$ cat config.mk
export PLATFORM = sky130hd
export DESIGN_NAME = clk_div
export DESIGN_NICKNAME = d
export VERILOG_FILES = /design/src/rtl/clk_div_pkg.sv /design/src/rtl/clk_div_counter.sv /design/src/rtl/clk_div.sv
export SDC_FILE = /design/constraint.sdc
export NUM_CORES = 1
export LEC_CHECK = 0
export CORE_UTILIZATION = 45
export CTS_BUF_LIST = sky130_fd_sc_hd__clkbuf_8
export DETAILED_ROUTE_END_ITERATION = 10
export PLACE_DENSITY = 0.67
export SYNTH_ARGS = -nofsm -noshare
export SYNTH_HDL_FRONTEND = slang
export SYNTH_HIERARCHICAL = 1
export SYNTH_SLANG_ARGS = --single-unit
$ cat constraint.sdc
create_clock -name Clk -period 2.99 [get_ports Clk]
set_clock_uncertainty 0.05 [all_clocks]
set_input_delay 0.598 -clock Clk [delete_from_list [all_inputs] [get_ports Clk]]
set_output_delay 0.598 -clock Clk [all_outputs]
set_load 0.01 [all_outputs]
$ cat src/rtl/clk_div_pkg.sv
// Shared constants and types for the clock divider.
// Counter width and the default terminal count (1 Hz from a 50 MHz source).
package clk_div_pkg;

   localparam int CLK_DIV_CNT_W = 25;

   typedef logic [CLK_DIV_CNT_W-1:0] cnt_t;

   localparam cnt_t CLK_DIV_DEFAULT_DIV = 25'd24_999_999;

endpackage : clk_div_pkg

$ cat src/rtl/clk_div_counter.sv
// Terminal-count counter: counts 0..terminal, then reloads 0.
// tc is high for the whole cycle in which count equals terminal.
module clk_div_counter
   import clk_div_pkg::*;
#(
   parameter cnt_t terminal = CLK_DIV_DEFAULT_DIV
) (
   input  logic clk,
   input  logic rst,
   output cnt_t count,
   output logic tc
);

   // Full-width equality, so the count can never run past terminal.
   assign tc = (count == terminal);

   // NOTE: sequential state uses non-blocking assignments so every flop
   // samples pre-edge values, independent of process evaluation order.
   always_ff @(posedge clk or posedge rst) begin
      if (rst) begin
         count <= '0;
      end else if (tc) begin
         count <= '0;
      end else begin
         count <= count + cnt_t'(1);
      end
   end

endmodule : clk_div_counter

$ cat src/rtl/clk_div.sv
// Clock divider: Clk_out is a registered toggle with half-period (counter_div+1) Clk cycles.
// Clk_out is flop data clocked by Clk, never a gated or derived clock.
module clk_div
   import clk_div_pkg::*;
#(
   parameter cnt_t counter_div = CLK_DIV_DEFAULT_DIV
) (
   input  logic Clk,
   input  logic Reset,
   output logic Clk_out
);

   cnt_t count;
   logic tc;

   clk_div_counter #(
      .terminal(counter_div)
   ) u_counter (
      .clk  (Clk),
      .rst  (Reset),
      .count(count),
      .tc   (tc)
   );

   always_ff @(posedge Clk or posedge Reset) begin
      if (Reset) begin
         Clk_out <= 1'b0;
      end else if (tc) begin
         Clk_out <= ~Clk_out;
      end
   end

endmodule : clk_div

[Word level (Yosys, flattened, before mapping)]
Cells that the tools add are included.
Storage, ports and cells
  bits of input ports: 2
  ROM bits: 0
  latch bits: 0
  register bits after elaboration: 26
  memory bits (writable): 0
  memories kept: 0
  logic and storage cells: 6
  output and inout bits: 1
Cells by class
  multipliers: 0
  eq/ne operators: 1
  add/sub/neg operators: 1
  order comparisons: 0
  div/mod/pow operators: 0
  reductions and logical operators: 0
  multiplexer cells: 1
  shift operators: 0
  bitwise gates (word level): 1
Operator list (count)
  adder 25 x 1 -> 25 bit, second input constant: 1
  == test 25 bit, second input constant: 1
  2-to-1 mux 25 bit: 1
  NOT 1 bit: 1

[Logic depth before layout (Yosys ltp)]
Gate-level depths: netlist (run 1).
  depth after elaboration: 2
  gate-level depth with buffers: 6
  gate-level depth less buffers: 5

[Hierarchy]
The synthesis (run 1) kept the hierarchy.
By module, submodules not included
  clk_div_counter: sequential area each 625.6 um^2, times used 1, area an instance 1337.5 um^2, cells each 134
  clk_div: sequential area each 25.0 um^2, times used 1, area an instance 37.5 um^2, cells each 3

[Least setup slack after synthesis (run 1)]
No wires, ideal clock.
  path type: flip-flop to flip-flop
  start: register u_counter.count[6]
  end: register Clk_out
  path buffers: 1
  required time: 2.861 ns
  period minus slack after synthesis: 1.627 ns
  arrival time: 1.498 ns
  cell stages (with the launch flop): 6
  setup time: 0.079 ns
  setup slack: 1.363 ns
  cell sequence: dfrtp_1 > nor4b_1 > nand3_1 > nor3_2 > buf_2 > xor2_1
On the way
  word-level cells in the longest chain between the ends: 1
RTL lines
  start, declared: RTL line clk_div_counter.sv:10  | output cnt_t count,
  start signal, assigned: RTL line clk_div_counter.sv:25  | count <= count + cnt_t'(1);
  == test 25 bit: RTL line clk_div_counter.sv:15  | assign tc = (count == terminal);
  named net tc: RTL line clk_div.sv:14  | logic tc;
  end signal, assigned: RTL line clk_div.sv:29  | Clk_out <= ~Clk_out;
  end, declared: RTL line clk_div.sv:10  | output logic Clk_out
The timed path passes the listed nets, and every way through them passes these cells.
A chain may end at the register's enable or synchronous reset.

[Worst setup path after layout (run 1)]
  start: register Clk_out
  end: output port Clk_out
No word-level cell between the ends.

==> impl_metrics.csv, run 1 <==
group,metric,value,unit
status,status,"finished clean",
power,p_per_area,433,nW/um2
clocking,clkSinkCount,26,
logic_synthesis,synth_compound_area_share,8.46,%
clocking,cts_max_path_buffers,2,
critical_path,cp_slowest_stage_delay,0.55,ns
logic_synthesis,syn_inst,137,
logic_synthesis,synth.distinct_cells,34,
critical_path,rrSetupSlack,1.17,ns
detailed_routing,drt_iter0_markers,34,
power,pwr-share-clk,44.5,%
die,fp-row-count,19,
global_routing,grtUsageTotal,18.4,%
placement,dp.cells,169,
sta,finalSetupTns,0,ns
detailed_routing,drc,0,
critical_path,path_buf_inv,1,
global_routing,grt_max_degree,26,
logic_synthesis,synth_area,1380,um2
clocking,cts_tree,"yes",
logic_synthesis,syn-mean-instance-area,10.0,um2
logic_synthesis,synth_mux_area_share,0,%
placement,gp_congestion,0.796,
layout,antenna_cells,0,
critical_path,r2r_start,"u_counter/count[6]$_DFF_PP0_",
power,p_seq_share,54.2,%
critical_path,path_cells,"clkdlybuf4s50_1",
critical_path,crit_required,2.34,ns
logic_synthesis,synth_nets,140,
clocking,cts_hold_buf,0,
critical_path,crit_type,"reg2out",
detailed_routing,totalWireLength,2690,um
sta,slew_headroom,68.2,%
sta,fmax,540,MHz
sta,rsz0062_at_grt,"no",
detailed_routing,viasPerCell,6.16,
power,p_int,533,uW
critical_path,cp_top_family,"buffers and inverters",
logic_synthesis,synthSimpleGateAreaFrac,31.5,%
power,switching_share,17.9,%
sta,min_period,1.85,ns
power,p_switching,116,uW
clocking,path_clk_slew,0.09,ns
clocking,ctsResizeCount,0,
sta,min_period_over_period,61.9,%
detailed_routing,ant_nets,0,
critical_path,r2r_end,"u_counter/count[24]$_DFF_PP0_",
hold_path,hp-class,"in2async",
layout,syn2layout_area_growth,9.01,%
clocking,clk_latency,0.27,ns
layout,drive_gt1_share,9.15,%
global_routing,antenna_found_initial,0,
critical_path,cp_max_fo,2,
logic_synthesis,synth_fa_ha_area_share,0.910,%
global_routing,grt_overflow,0,
logic_synthesis,synth_xor_area_share,8.92,%
placement,dpl.hpwl,1980,um
critical_path,cp.arrival,1.20,ns
layout,seq_area,651,um2
detailed_routing,first_pass_iters,4,
sta,finalHoldViolCount,0,
die,die_w,57.3,um
critical_path,cp-start-kind,"flop",
layout,final_cells,173,
die,dieHeight,57.3,um
sta,tightestPinTransition,0.474,ns
logic_synthesis,ys_warn_count,6,
critical_path,worstSetupEndpointType,"output pin",
global_routing,grt_pass1_wl,4620,um
detailed_routing,wire_per_inst,15.6,um
die,core-area,2830,um2
die,die-area,3280,um2
power,p_comb_share,1.4,%
logic_synthesis,synth-seq-cells,26,
clocking,cts_root_buf,"clkbuf_8",
logic_synthesis,synth_top_family_by_area,"simple AND/OR/NAND/NOR gates",
critical_path,cpMaxStageDelayCell,"clkdlybuf4s50_1",
flow_run,cap_violations,0,
layout,finalNetCount,146,
clocking,cts_buffers,3,
placement,port_buffers,2,
clocking,h-tree-depth,1,
power,ir_drop,0.404,mV
power,leakage,0.000614,uW
global_routing,grt_pass1_vias,1008,
logic_synthesis,yosysSeqAreaShare,47.3,%
detailed_routing,vias,1065,
layout,num-fill-cells,256,
clocking,cts_setup_buffers,0,
power,finalPower,649,uW
sta,slew_violations,0,
layout,multiInputGateArea,684,um2
critical_path,reg2reg_depth,4,
sta,setup-violations-final,0,
die,initial_core_util,48.6,%
die,pin_count,3,
-- power groups by stage --
stage,Sequential (uW),Clock [uW],Combinational [uW]
final,351,288,9.03
after global routing,351,309,10.9
after CTS,351,299,9.73
after detailed placement,358,0,9.73
after global placement,358,0,9.53
after floorplan,358,0,5.33
-- Yosys cell counts --
| cell type | n | area share (%) |
|---|---|---|
| dfrtp_1 | 26 | 47 |
| nand2_1 | 13 | 3.5 |
| nand3_1 | 10 | 3.6 |
| nor2_1 | 10 | 2.7 |
| xnor2_1 | 9 | 5.7 |
| nand4_1 | 8 | 3.6 |
| a21oi_1 | 6 | 2.2 |
| inv_1 | 5 | 1.4 |
| o21ai_0 | 5 | 1.8 |
| xor2_1 | 5 | 3.2 |
| and4_1 | 4 | 2.5 |
| o31ai_1 | 4 | 2.2 |
| or4_1 | 4 | 2.2 |
| nand4b_1 | 3 | 1.9 |
| and3_1 | 2 | 0.91 |
| buf_2 | 2 | 0.73 |
| nor2b_1 | 2 | 0.91 |
| nor3_1 | 2 | 0.73 |
| nor4_1 | 2 | 0.91 |
| a21oi_2 | 1 | 0.64 |
| a31oi_1 | 1 | 0.46 |
| and4_4 | 1 | 0.82 |
| buf_6 | 1 | 0.82 |
| ha_1 | 1 | 0.91 |
| nand4_4 | 1 | 1.5 |
| nand4b_2 | 1 | 1.1 |
| nand4bb_1 | 1 | 0.82 |
| nor3_2 | 1 | 0.73 |
| nor4_2 | 1 | 0.91 |
| nor4b_1 | 1 | 0.64 |
| o211ai_1 | 1 | 0.55 |
| o41ai_1 | 1 | 0.64 |
| or3_1 | 1 | 0.46 |
| or4_4 | 1 | 0.82 |
-- state kept, by name (all words and copies together), names as in the netlist --
signal and cells:
Clk_out 1, u_counter/count 25
-- routing by layer --
layer,wire (um),global-route usage [%]
met1,1290,24.8
met2,1310,30.6
met3,83,4.76
met4,8,3.14
met5,0,0
-- placed cells by master (no fill, tap or decap), drive strengths merged --
master,netlist,final
ha,1,1
nand4bb,1,1
or3,1,1
inv,5,5
a21oi,7,7
nor2,10,10
nand2,13,13
nor2b,2,2
o21ai,5,5
nor3,3,3
xnor2,9,9
dfrtp,26,26
o31ai,4,4
clkbuf,0,3
a31oi,1,1
nor4,3,3
clkdlybuf4s50,0,2
or4,5,5
and4,5,5
bufinv,0,1
o211ai,1,1
nor4b,1,1
nand4b,4,4
nand3,10,10
o41ai,1,1
nand4,9,9
buf,3,2
xor2,5,5
and3,2,2
-- stage by stage --
stage / hold WS [ns] / area [um2] / util [%] / worst slack (ns)
floorplan: 0.277 / 1380 / - / 1.36
global placement: 0.408 / 1430 / 50.5 / 1.27
detailed placement: 0.436 / 1430 / 50.5 / 1.21
CTS: 0.419 / 1500 / 53.0 / 1.11
global route: 0.446 / 1500 / 53.0 / 1.09
finish: 0.425 / 1500 / 53.0 / 1.14
-- kinds of logic (layout without fill, tap and decap cells) --
family / after synthesis / count (layout)
buffers and inverters: 8 / 13
AOI/OAI and AO/OA: 19 / 19
DFF: 26 / 26
xor gates and xnor gates: 14 / 14
adders and majority gates: 1 / 1
and+or+nand+nor: 69 / 69
-- final cells by class --
cell class              count  area share (%)
clock inverters             1            2.00
repair buffers              4            2.34
multi-input cells         103            45.7
well taps                  31            2.59
flip-flops and latches     26            43.4
inverters                   5            1.25
clock buffers               3            2.75
-- worst max path at each step --
| stage | startpoint | to | slack [ns] | depth (start not counted) |
|---|---|---|---|---|
| 3_5_place_dp | u_counter/count[6]$_DFF_PP0_ | u_counter/count[24]$_DFF_PP0_ | 1.21 | 4 |
| 2_1_floorplan | u_counter/count[6]$_DFF_PP0_ | Clk_out$_DFFE_PP0P_ | 1.36 | 5 |
| 3_3_place_gp | u_counter/count[16]$_DFF_PP0_ | u_counter/count[22]$_DFF_PP0_ | 1.27 | 4 |
| 5_1_grt | Clk_out$_DFFE_PP0P_ | Clk_out | 1.09 | 1 |
| 4_1_cts | Clk_out$_DFFE_PP0P_ | Clk_out | 1.11 | 1 |
| 6_report | Clk_out$_DFFE_PP0P_ | Clk_out | 1.14 | 1 |
Note: power is estimated with default switching activity, not from simulation.
==> inputs of run 2 (changes only) <==
--- a/config.mk
+++ b/config.mk
@@ -8,7 +8,7 @@
 export CORE_UTILIZATION = 45
 export CTS_BUF_LIST = sky130_fd_sc_hd__clkbuf_8
 export DETAILED_ROUTE_END_ITERATION = 10
-export PLACE_DENSITY = 0.67
+export PLACE_DENSITY = 0.69
 export SYNTH_ARGS = -nofsm -noshare
 export SYNTH_HDL_FRONTEND = slang
 export SYNTH_HIERARCHICAL = 1
==> constraint.sdc (replaced) <==
create_clock -name Clk -period 1.5 [get_ports Clk]
set_clock_uncertainty 0.05 [all_clocks]
set_input_delay 0.3 -clock Clk [delete_from_list [all_inputs] [get_ports Clk]]
set_output_delay 0.3 -clock Clk [all_outputs]
set_load 0.01 [all_outputs]
==> run 2 against run 1 <==
Compared with the run above:
- the flow now finishes with violations (setup timing)
- setup slack worse by 1.2 ns
- global-route usage is 6.8 points higher
- sequential power is 99% higher
- final area is 34% higher
- largest cell class unchanged
- largest power group unchanged
==> impl_metrics.csv, run 2 (synthesized netlist as in run 1, its figures left out) <==
group,metric,value,unit
sta,rsz0062_at_grt,"yes",
global_routing,grt_pass1_vias,1395,
detailed_routing,first_pass_iters,4,
global_routing,grt_overflow,0,
sta,min_period_over_period,106,%
detailed_routing,vias,1342,
placement,gp_congestion,0.871,
layout,largest-register,"u_counter/count",
die,dieHeight,57.3,um
sta,slew_violations,0,
die,pin_count,3,
detailed_routing,ant_nets,0,
clocking,cts_tree,"yes",
sta,fmax,627,MHz
sta,finalHoldViolCount,0,
critical_path,r2r_end,"u_counter/count[24]$_DFF_PP0_",
critical_path,cp_max_fo,5,
critical_path,crit_type,"reg2reg",
die,die_w,57.3,um
layout,final_area,2000,um2
sta,setup-violations-final,15,
die,initial_core_util,48.6,%
placement,dpl.hpwl,2470,um
status,failed_checks,"setup timing",
sta,setup_ws,-0.0937,ns
power,p_per_area,656,nW/um2
placement,dp_slack,-0.127,ns
clocking,cts_buffers,3,
layout,finalNetCount,196,
critical_path,crit_required,1.66,ns
sta,tightestPinTransition,0.359,ns
die,fp-row-count,19,
global_routing,antenna_found_initial,0,
critical_path,worstSetupEndpointType,"flop",
clocking,h-tree-depth,1,
detailed_routing,wl_met1,1500,um
die,core-area,2830,um2
clocking,cts_max_path_buffers,2,
hold_path,hp-class,"in2async",
power,finalPower,1310,uW
layout,largestRegisters,"u_counter/count (25), Clk_out (1)",
critical_path,cp-start-kind,"flop",
detailed_routing,top_layer_used,"met4",
detailed_routing,totalWireLength,3830,um
layout,layout_commonest_cell,"buf_4",
layout,mostFrequentLayoutCells,"49 x buf_4, 22 x dfrtp_1, 12 x nand2_1",
critical_path,cp.arrival,1.75,ns
detailed_routing,dr_wl_met2,2000,um
critical_path,reg2reg_depth,4,
layout,drive_gt1_share,44.3,%
clocking,cts_root_buf,"clkbuf_8",
clocking,path_clk_slew,0.10,ns
layout,seq_area,656,um2
sta,slew_headroom,75.8,%
global_routing,grt_max_degree,26,
status,status,"finished with violations",
layout,num-fill-cells,209,
critical_path,rrSetupSlack,-0.09,ns
layout,multiInputGateArea,800,um2
detailed_routing,drt_iter0_markers,76,
clocking,clkSinkCount,26,
placement,port_buffers,2,
power,ir_drop,0.592,mV
power,leakage,0.000908,uW
die,die-area,3280,um2
detailed_routing,wire_per_inst,17.2,um
global_routing,grt_pass1_wl,6270,um
detailed_routing,drc,0,
critical_path,r2r_start,"u_counter/count[15]$_DFF_PP0_",
layout,syn2layout_area_growth,45.8,%
detailed_routing,viasPerCell,6.02,
flow_run,cap_violations,0,
clocking,clk_latency,0.28,ns
layout,largest_reg_flops,25,
sta,min_period,1.59,ns
layout,antenna_cells,0,
global_routing,grtUsageTotal,25.2,%
detailed_routing,route.met3.wl,168,um
placement,place_area,1750,um2
[run 2: power by group]
part / switching [uW] / leakage [uW] / internal, uW
Clock: 238 / 0.0000357 / 358
Combinational: 14.5 / 0.000530 / 4.39
Sequential: 0 / 0.000342 / 700
Total: 252 / 0.000908 / 1060
[run 2: what timing repair did]
| action | in CTS | in global routing |
|---|---|---|
| setup buffers | 7 | 2 |
| endpoints found under the hold margin | 0 | 0 |
| endpoints found under the setup margin | 22 | 20 |
| pin swaps | 5 | 4 |
| hold buffers | 0 | 0 |
| gates resized for setup | 14 | 16 |
[run 2: worst max-delay path by stage]
stage | startpoint | end | slack [ns]
finish | u_counter/count[15]$_DFF_PP0_ | u_counter/count[24]$_DFF_PP0_ | -0.09
global route | u_counter/count[15]$_DFF_PP0_ | Clk_out$_DFFE_PP0P_ | -0.22
CTS | u_counter/count[15]$_DFF_PP0_ | Clk_out$_DFFE_PP0P_ | -0.06
detailed placement | u_counter/count[6]$_DFF_PP0_ | u_counter/count[18]$_DFF_PP0_ | -0.13
global placement | u_counter/count[6]$_DFF_PP0_ | u_counter/count[23]$_DFF_PP0_ | -0.07
floorplan | u_counter/count[15]$_DFF_PP0_ | Clk_out$_DFFE_PP0P_ | -0.05
[run 2: cell type report]
cell class,count,share of cell area [%]
Clock buffer,3,2.06
Timing Repair Buffer,54,21.0
Inverter,5,0.936
Clock inverter,1,1.50
Sequential cell,26,32.7
Multi-Input combinational cell,103,39.9
Tap cell,31,1.94
[run 2: routing by layer]
layer,vias up,track usage [%]
li1,617,-
met1,657,29.7
met2,51,43.2
met3,17,3.85
met4,0,15.7
met5,-,0
[run 2: stage by stage]
stage | util (%) | hold WS [ns] | std cells | setup TNS, ns
6_report | 70.9 | 0.120 | 223 | -0.713
5_1_grt | 70.9 | 0.130 | 223 | -2.32
4_1_cts | 68.3 | 0.131 | 221 | -0.320
3_5_place_dp | 62.0 | 0.424 | 210 | -0.823
3_3_place_gp | 62.0 | 0.408 | 210 | -0.261
2_1_floorplan | - | -0.0213 | 137 | -0.163
[run 2: worst max-delay path, cell delays in order (launching register included)]
cell	delay (ns)
dfrtp_2	0.46
and4_4	0.25
nand4_1	0.13
or4_1	0.51
a21oi_2	0.13
